## config.mk

```make
export PLATFORM = sky130hd
export DESIGN_NAME = prm_obstacle_feeder
export DESIGN_NICKNAME = d
export VERILOG_FILES = /design/src/rtl/prm_obstacle_feeder.sv
export SDC_FILE = /design/constraint.sdc
export NUM_CORES = 1
export LEC_CHECK = 0
export ABC_AREA = 1
export CAP_MARGIN = 10
export CORE_MARGIN = 3
export CORE_UTILIZATION = 45
export DETAILED_ROUTE_END_ITERATION = 10
export PLACE_DENSITY = 0.81
export SYNTH_ARGS = -nofsm -noshare
export SYNTH_HDL_FRONTEND = slang
export SYNTH_SLANG_ARGS = --single-unit
```

## constraint.sdc

```tcl
create_clock -name clk -period 6.6 [get_ports clk]
set_clock_uncertainty 0.05 [all_clocks]
set_input_delay 1.98 -clock clk [delete_from_list [all_inputs] [get_ports clk]]
set_output_delay 1.98 -clock clk [all_outputs]
set_load 0.01 [all_outputs]
```

## src/rtl/prm_obstacle_feeder.sv

```systemverilog
// ---------------------------------------------------------------------------
// prm_obstacle_feeder
//
// Feeds a per-frame stream of obstacle codes to a bank of combinational PRM
// edge checkers. It ORs the returned edge masks into a sticky blocked-edge
// bitmap. At the end of the frame it hands that bitmap, with the number of
// accepted codes, to the roadmap search logic.
//
// Optional feature (macro PRM_FEEDER_POPCNT_EN):
//   Adds res_nblk, the population count of res_blocked. It is registered in
//   the same cycle as res_blocked.
//
// Ports:
//   clk            single clock, rising edge
//   rst            asynchronous, active-high reset
//   obs_valid      obstacle code valid
//   obs_ready      feeder can accept a code (registered)
//   obs_code       obstacle code; bit0 = checker input A, bit14 = input O
//   obs_last       last code of the frame, qualified by obs_valid
//   chk_code       registered code driven to every checker's A..O inputs
//   chk_edge_mask  checker outputs, bit i = edge i, combinational from chk_code
//   res_valid      blocked bitmap valid
//   res_ready      consumer accepts bitmap
//   res_blocked    1 = edge collides with at least one obstacle in the frame
//   res_count      number of codes accepted in the frame (saturating)
//   res_nblk       popcount of res_blocked (only with PRM_FEEDER_POPCNT_EN)
//   state_dbg      current FSM state (0 = RUN, 1 = FLUSH, 2 = OUT)
//
// Handshakes: a transfer happens on a rising edge where valid and ready are
// both high. Once a valid is raised, its payload is held until that transfer
// occurs. Ready may be high without valid and is then ignored.
// ---------------------------------------------------------------------------
module prm_obstacle_feeder #(
  parameter int CODE_W    = 15,
  parameter int NUM_EDGES = 64,
  parameter int CNT_W     = 16
) (
  input  logic                 clk,
  input  logic                 rst,
  input  logic                 obs_valid,
  output logic                 obs_ready,
  input  logic [CODE_W-1:0]    obs_code,
  input  logic                 obs_last,
  output logic [CODE_W-1:0]    chk_code,
  input  logic [NUM_EDGES-1:0] chk_edge_mask,
  output logic                 res_valid,
  input  logic                 res_ready,
  output logic [NUM_EDGES-1:0] res_blocked,
  output logic [CNT_W-1:0]     res_count,
`ifdef PRM_FEEDER_POPCNT_EN
  output logic [$clog2(NUM_EDGES+1)-1:0] res_nblk,
`endif
  output logic [1:0]           state_dbg
);

  typedef enum logic [1:0] {
    S_RUN   = 2'd0,
    S_FLUSH = 2'd1,
    S_OUT   = 2'd2
  } state_t;

  state_t                state, state_next;
  logic                  chk_vld;
  logic [NUM_EDGES-1:0]  acc;
  logic [CNT_W-1:0]      cnt;
  logic                  accept;
  logic [NUM_EDGES-1:0]  cap_mask;
  logic [NUM_EDGES-1:0]  final_blocked;

  assign state_dbg = state;
  assign accept    = obs_valid & obs_ready;
  // The mask on the checker outputs counts only in the cycle after a code
  // was accepted. A held chk_code on idle cycles contributes nothing.
  assign cap_mask      = chk_vld ? chk_edge_mask : '0;
  assign final_blocked = acc | cap_mask;

  // State register
  always_ff @(posedge clk or posedge rst) begin
    if (rst) state <= S_RUN;
    else     state <= state_next;
  end

  // Next-state logic
  always_comb begin
    state_next = state;
    case (state)
      S_RUN:   if (accept && obs_last) state_next = S_FLUSH;
      S_FLUSH: state_next = S_OUT;
      S_OUT:   if (res_ready) state_next = S_RUN;
      default: state_next = S_RUN;
    endcase
  end

  // Datapath. obs_ready is registered from the next state, so it is low
  // throughout reset and rises on the first edge after release.
  always_ff @(posedge clk or posedge rst) begin
    if (rst) begin
      obs_ready   <= 1'b0;
      chk_code    <= '0;
      chk_vld     <= 1'b0;
      acc         <= '0;
      cnt         <= '0;
      res_valid   <= 1'b0;
      res_blocked <= '0;
      res_count   <= '0;
    end else begin
      obs_ready <= (state_next == S_RUN);

      if (state == S_OUT && res_ready) acc <= '0;
      else if (chk_vld)                acc <= final_blocked;

      case (state)
        S_RUN: begin
          if (accept) begin
            chk_code <= obs_code;
            chk_vld  <= 1'b1;
            if (cnt != {CNT_W{1'b1}}) cnt <= cnt + CNT_W'(1);
          end else begin
            chk_vld <= 1'b0;
          end
        end
        S_FLUSH: begin
          res_blocked <= final_blocked;
          res_count   <= cnt;
          res_valid   <= 1'b1;
          chk_vld     <= 1'b0;
        end
        S_OUT: begin
          if (res_ready) begin
            res_valid <= 1'b0;
            cnt       <= '0;
          end
        end
        default: chk_vld <= 1'b0;
      endcase
    end
  end

`ifdef PRM_FEEDER_POPCNT_EN
  localparam int NBLK_W = $clog2(NUM_EDGES+1);

  function automatic logic [NBLK_W-1:0] popcnt(input logic [NUM_EDGES-1:0] v);
    logic [NBLK_W-1:0] s;
    s = '0;
    for (int i = 0; i < NUM_EDGES; i++) s = s + NBLK_W'(v[i]);
    return s;
  endfunction

  // Loaded on the same edge as res_blocked, so it is valid with res_valid
  always_ff @(posedge clk or posedge rst) begin
    if (rst)                  res_nblk <= '0;
    else if (state == S_FLUSH) res_nblk <= popcnt(final_blocked);
  end
`endif

endmodule

```

# Yosys cells after proc, flatten, opt, wreduce, memory -nomap -nowiden
# Index checks and enable logic that the tools add are counted.
# op_classes
n_mux	14
n_addsub	1
n_reduce_logical	10
n_bitwise	2
eq_ne	6
# op_table
operator	n
$mux W64	3
$or A64 B64 Y64	1
$mux W16	3
$pmux W16 S2	1
$add A16 B1 Y16 const B	1
$ne A16 B16 Y1 const B	1
$ne A2 B2 Y1 const B	3
$pmux W2 S3	1
$reduce_bool A2 Y1	3
$logic_not A2 Y1	2
$mux W2	2
$pmux W1 S2	2
$reduce_and A2 Y1	2
$reduce_and A4 Y1	1
$eq A2 B1 Y1 const B	1
$eq A2 B2 Y1 const B	1
$logic_and A1 B1 Y1	2
$mux W1	2
$and A1 B1 Y1	1
# totals
inputBits	84
out_inout_bits	99
regBits	180
word_cells	42

# Logic depth before layout (Yosys ltp)
# logic_depth
word_depth	5
ltp_mapped	8
depth_no_buf	8

# Worst setup path after synthesis
# OpenSTA, ideal clock, no wires.
# synth_timing
path_type	input to register
from	input obs_valid
to	register cnt[15]
slack_ns	3.676
setup_ns	0.065
n_path_buf	0
stages	6
t_required_ns	6.485
arrival_time_ns	2.809
path_cell_list	nand4_2 > nand2_1 > inv_2 > nor2_2 > nand3_1 > nand2_1
# synth_via
elab_chain_len	3
# synth_lines
item	line_no	text
start, declared	40	input logic obs_valid,
$and A1 B1 Y1	71	assign accept = obs_valid & obs_ready;
$ne A2 B2 Y1 (no source line)	-	
$reduce_and A4 Y1 (no source line)	-	
end signal, assigned	117	if (cnt != {CNT_W{1'b1}}) cnt <= cnt + CNT_W'(1);
end, declared	65	logic [CNT_W-1:0] cnt;
# No other way between the ends.
# A chain may end at the register's enable or synchronous reset.

# Final worst setup path
# layout_timing
from	input res_ready
to	register cnt[1]
# layout_via
elab_chain_len	2
# layout_lines
item	line_no	text
start, declared	47	input logic res_ready,
$ne A2 B2 Y1 (no source line)	-	
$reduce_and A4 Y1 (no source line)	-	
# No other way between the ends.

==> flow_metrics.env <==
export IMPL_rsz0062_at_grt="no"
export IMPL_portBuffers=182
export IMPL_worstMarginPinSlew_ns=1.010
export IMPL_fin_util=0.6230
export IMPL_cts_made_buffers=17
export IMPL_overflow=0
export IMPL_cts_sinks=180
export IMPL_crit_path_end="cnt[1]"
export IMPL_grt_max_degree=181
export IMPL_async_flop_share=1.000
export IMPL_drt_initial_drc_count=354
export IMPL_crit_family="buffers and inverters"
export IMPL_preCtsSetupSlack_ns=2.580
export IMPL_worstSetupPathType="input pin to flip-flop"
export IMPL_die_y_um=134.0
export IMPL_drive_above_1_share=0.07092
export IMPL_power_density_nw_per_um2=444.8
export IMPL_max_freq_ghz=0.2829
export IMPL_vias=5737
export IMPL_clockBufferDepth=2
export IMPL_status="finished, final reports clean"
export IMPL_initial_utilization=0.4623
export IMPL_synth_area_leaders="dfrtp_1 61%, nand2_1 18%, a21o_1 6.5%, inv_1 4.1%, mux2_2 2.3%"
export IMPL_critPathLaunch="res_ready"
export IMPL_startpoint_type="input pin"
export IMPL_cts_hold_buf=0
export IMPL_combPwrFrac=0.373
export IMPL_grt_use_total=0.1965
export IMPL_p_clk_frac=0.216
export IMPL_final_setup_worst_slack_ns=3.065
export IMPL_cts_resized=0
export IMPL_p_int_uw=2925
export IMPL_core_area_um2=15940
export IMPL_drc=0
export IMPL_maxCapViolCount=0
export IMPL_syn_area_um2=7371
export IMPL_ys_ff_latch=180
export IMPL_vias_per_cell=4.769
export IMPL_seqCellArea_um2=4506
export IMPL_seq_power_share=0.411
export IMPL_syn_mean_instance_area_um2=9.179
export IMPL_grt_pass1_vias=5643
export IMPL_synthFlopType="dfrtp_1"
export IMPL_path_common_cell="nand2_1"
export IMPL_post_cts_buffers=0
export IMPL_rows=46
export IMPL_synth_edff_count=0
export IMPL_drt_total_wl_um=16980
export IMPL_postSynthCellCount=803
export IMPL_syn_nets=888
export IMPL_path_buf_inv=2
export IMPL_p_sw_uw=1493
export IMPL_holdWs_ns=0.4224
export IMPL_timing_hold_violations_final=0
export IMPL_io_pins=183
export IMPL_avgRoutedWirePerCell_um=14.11
export IMPL_synth_top_area_share=0.6111
export IMPL_path_depth=7
export IMPL_synth_cell_types=27
export IMPL_p_total_uw=4418
export IMPL_slowest_delay_ns=0.54
export IMPL_cts_max_level=4
export IMPL_ir_drop_v=0.0002437
export IMPL_swShare=0.3380
export IMPL_p_leak_uw=0.005030
export IMPL_dr_pass1_iters=4
export IMPL_yosysSeqAreaShare=0.6111
export IMPL_hp_class="flip-flop to flip-flop"
export IMPL_area_growth_pct=34.75
export IMPL_gp_congestion=0.8326
export IMPL_antenna_found_initial=0
export IMPL_r2r_end="cnt[1]"
export IMPL_r2r_setup_slack_ns=4.48
export IMPL_yosys_warnings=0
export IMPL_reg2regPathDepth=8
export IMPL_nets=1059
export IMPL_reg2reg_from="state_dbg[1]"
export IMPL_relSlewSlack=0.3263
export IMPL_n_antenna_cell=0
export IMPL_synth_top_area_cell="dfrtp_1"
export IMPL_cts_root_buf="clkbuf_16"
export IMPL_fp_dieW_um=134.0
export IMPL_path_clk_slew_ns=0.07
export IMPL_arrival_ns=3.82
export IMPL_required_ns=6.89
export IMPL_clock_latency_ns=0.42
export IMPL_dp_hpwl_um=11240
export IMPL_cts_tree="built"
export IMPL_grt_pass1_wl_um=28440
export IMPL_crit_fanout=66
export IMPL_slowest_stage="buf_4"
export IMPL_antenna_left=0
export IMPL_fin_tns_setup_ns=0
export IMPL_setup_viol=0
export IMPL_worstPathCellList="clkdlybuf4s50_1 > nand2_2 > buf_4 > nand2_1 > o21ai_4 > nand2_1 > o21ai_1"
export IMPL_slew_viol_final=0
export IMPL_final_period_utilization=0.5355
export IMPL_critPathCaptureType="flip-flop"
export IMPL_min_period_ns=3.535
export IMPL_num_fill_cells=1349
export IMPL_dieArea_um2=17950
export IMPL_multi_input_area_um2=2400
[cell usage in the layout (no fill, tap or decap), drive strengths merged, types with 15 or more instances in the layout]
cell / count
nand2: 348
nand3: 19
dfrtp: 180
nor2: 20
clkbuf: 17
mux2: 15
clkdlybuf4s50: 182
inv: 91
o21ai: 24
a21o: 64
[final cells by class]
cell class,instances,area share
sequential,180,0.4536
multi-input combinational,504,0.2416
timing repair buffer,187,0.1885
clock buffer,17,0.04283
inverter,84,0.03212
tap,216,0.02721
clock inverter,15,0.01411
[cell families (layout without fill, tap and decap cells)]
group / Yosys count / in the layout / share of synthesized area
flops: 180 / 180 / 0.6111
mux: 15 / 15 / 0.02292
xor+xnor: 3 / 3 / 0.003565
buf+inv: 119 / 303 / 0.06433
simple gates: 396 / 396 / 0.2127
fa+ha+maj: 1 / 1 / 0.001697
compound gates: 89 / 89 / 0.08369
[synth_stat cells (6+ instances only)]
library cell	n
o21ai_1	9
buf_1	11
dfrtp_1	180
a21o_1	64
buf_2	10
nand3_1	18
nand2_1	347
nand4_1	6
inv_1	81
o21ai_0	14
mux2_2	15
clkbuf_1	12
nor2_1	14
[power groups by stage]
stage / registers [uW] / logic [uW] / clock network [uW]
3_5_place_dp: 1830 / 1670 / 0
5_1_grt: 1870 / 1840 / 1030
2_1_floorplan: 1910 / 777 / 0
4_1_cts: 1820 / 1680 / 975
3_3_place_gp: 1820 / 1620 / 0
6_report: 1810 / 1650 / 954
[metal layers]
metal / up-vias / track usage / share of wire
met4: 0 / 0.06057 / 0.018
met5: - / 0 / 0
met3: 26 / 0.04501 / 0.054
met2: 163 / 0.3217 / 0.48
met1: 2722 / 0.2630 / 0.45
li1: 2826 / - / -
[worst min-delay path by stage]
| stage | from | end | depth (start not counted) |
|---|---|---|---|
| finish | res_valid | res_valid | 2 |
| global route | res_blocked[15] | res_blocked[15] | 2 |
| CTS | res_valid | res_valid | 2 |
| detailed placement | res_valid | res_valid | 2 |
| global placement | res_valid | res_valid | 2 |
| floorplan | cnt[15] | cnt[15] | 2 |
[worst register-to-register path, cell delays in order, from the launching register on]
cell and delay [ns]:
dfrtp_1 0.43, inv_2 0.12, nor2_2 0.07, nand2_2 0.06, buf_4 0.54, nand2_1 0.27, o21ai_4 0.29, nand2_1 0.10
o21ai_1 0.11
[stage by stage]
step	cells	cell area (um^2)
after floorplan	803	7375
after global placement	1171	9366
after detailed placement	1171	9366
after CTS	1203	9932
after global routing	1203	9932
final	1203	9932
[sequential cells by signal, indices dropped and copies added (netlist names)]
| name | flops |
|---|---|
| acc | 64 |
| res_blocked | 64 |
| cnt | 16 |
| res_count | 16 |
| chk_code | 15 |
| state_dbg | 2 |
| chk_vld | 1 |
| obs_ready | 1 |
| res_valid | 1 |
Note: power is estimated with default switching activity, not from simulation.
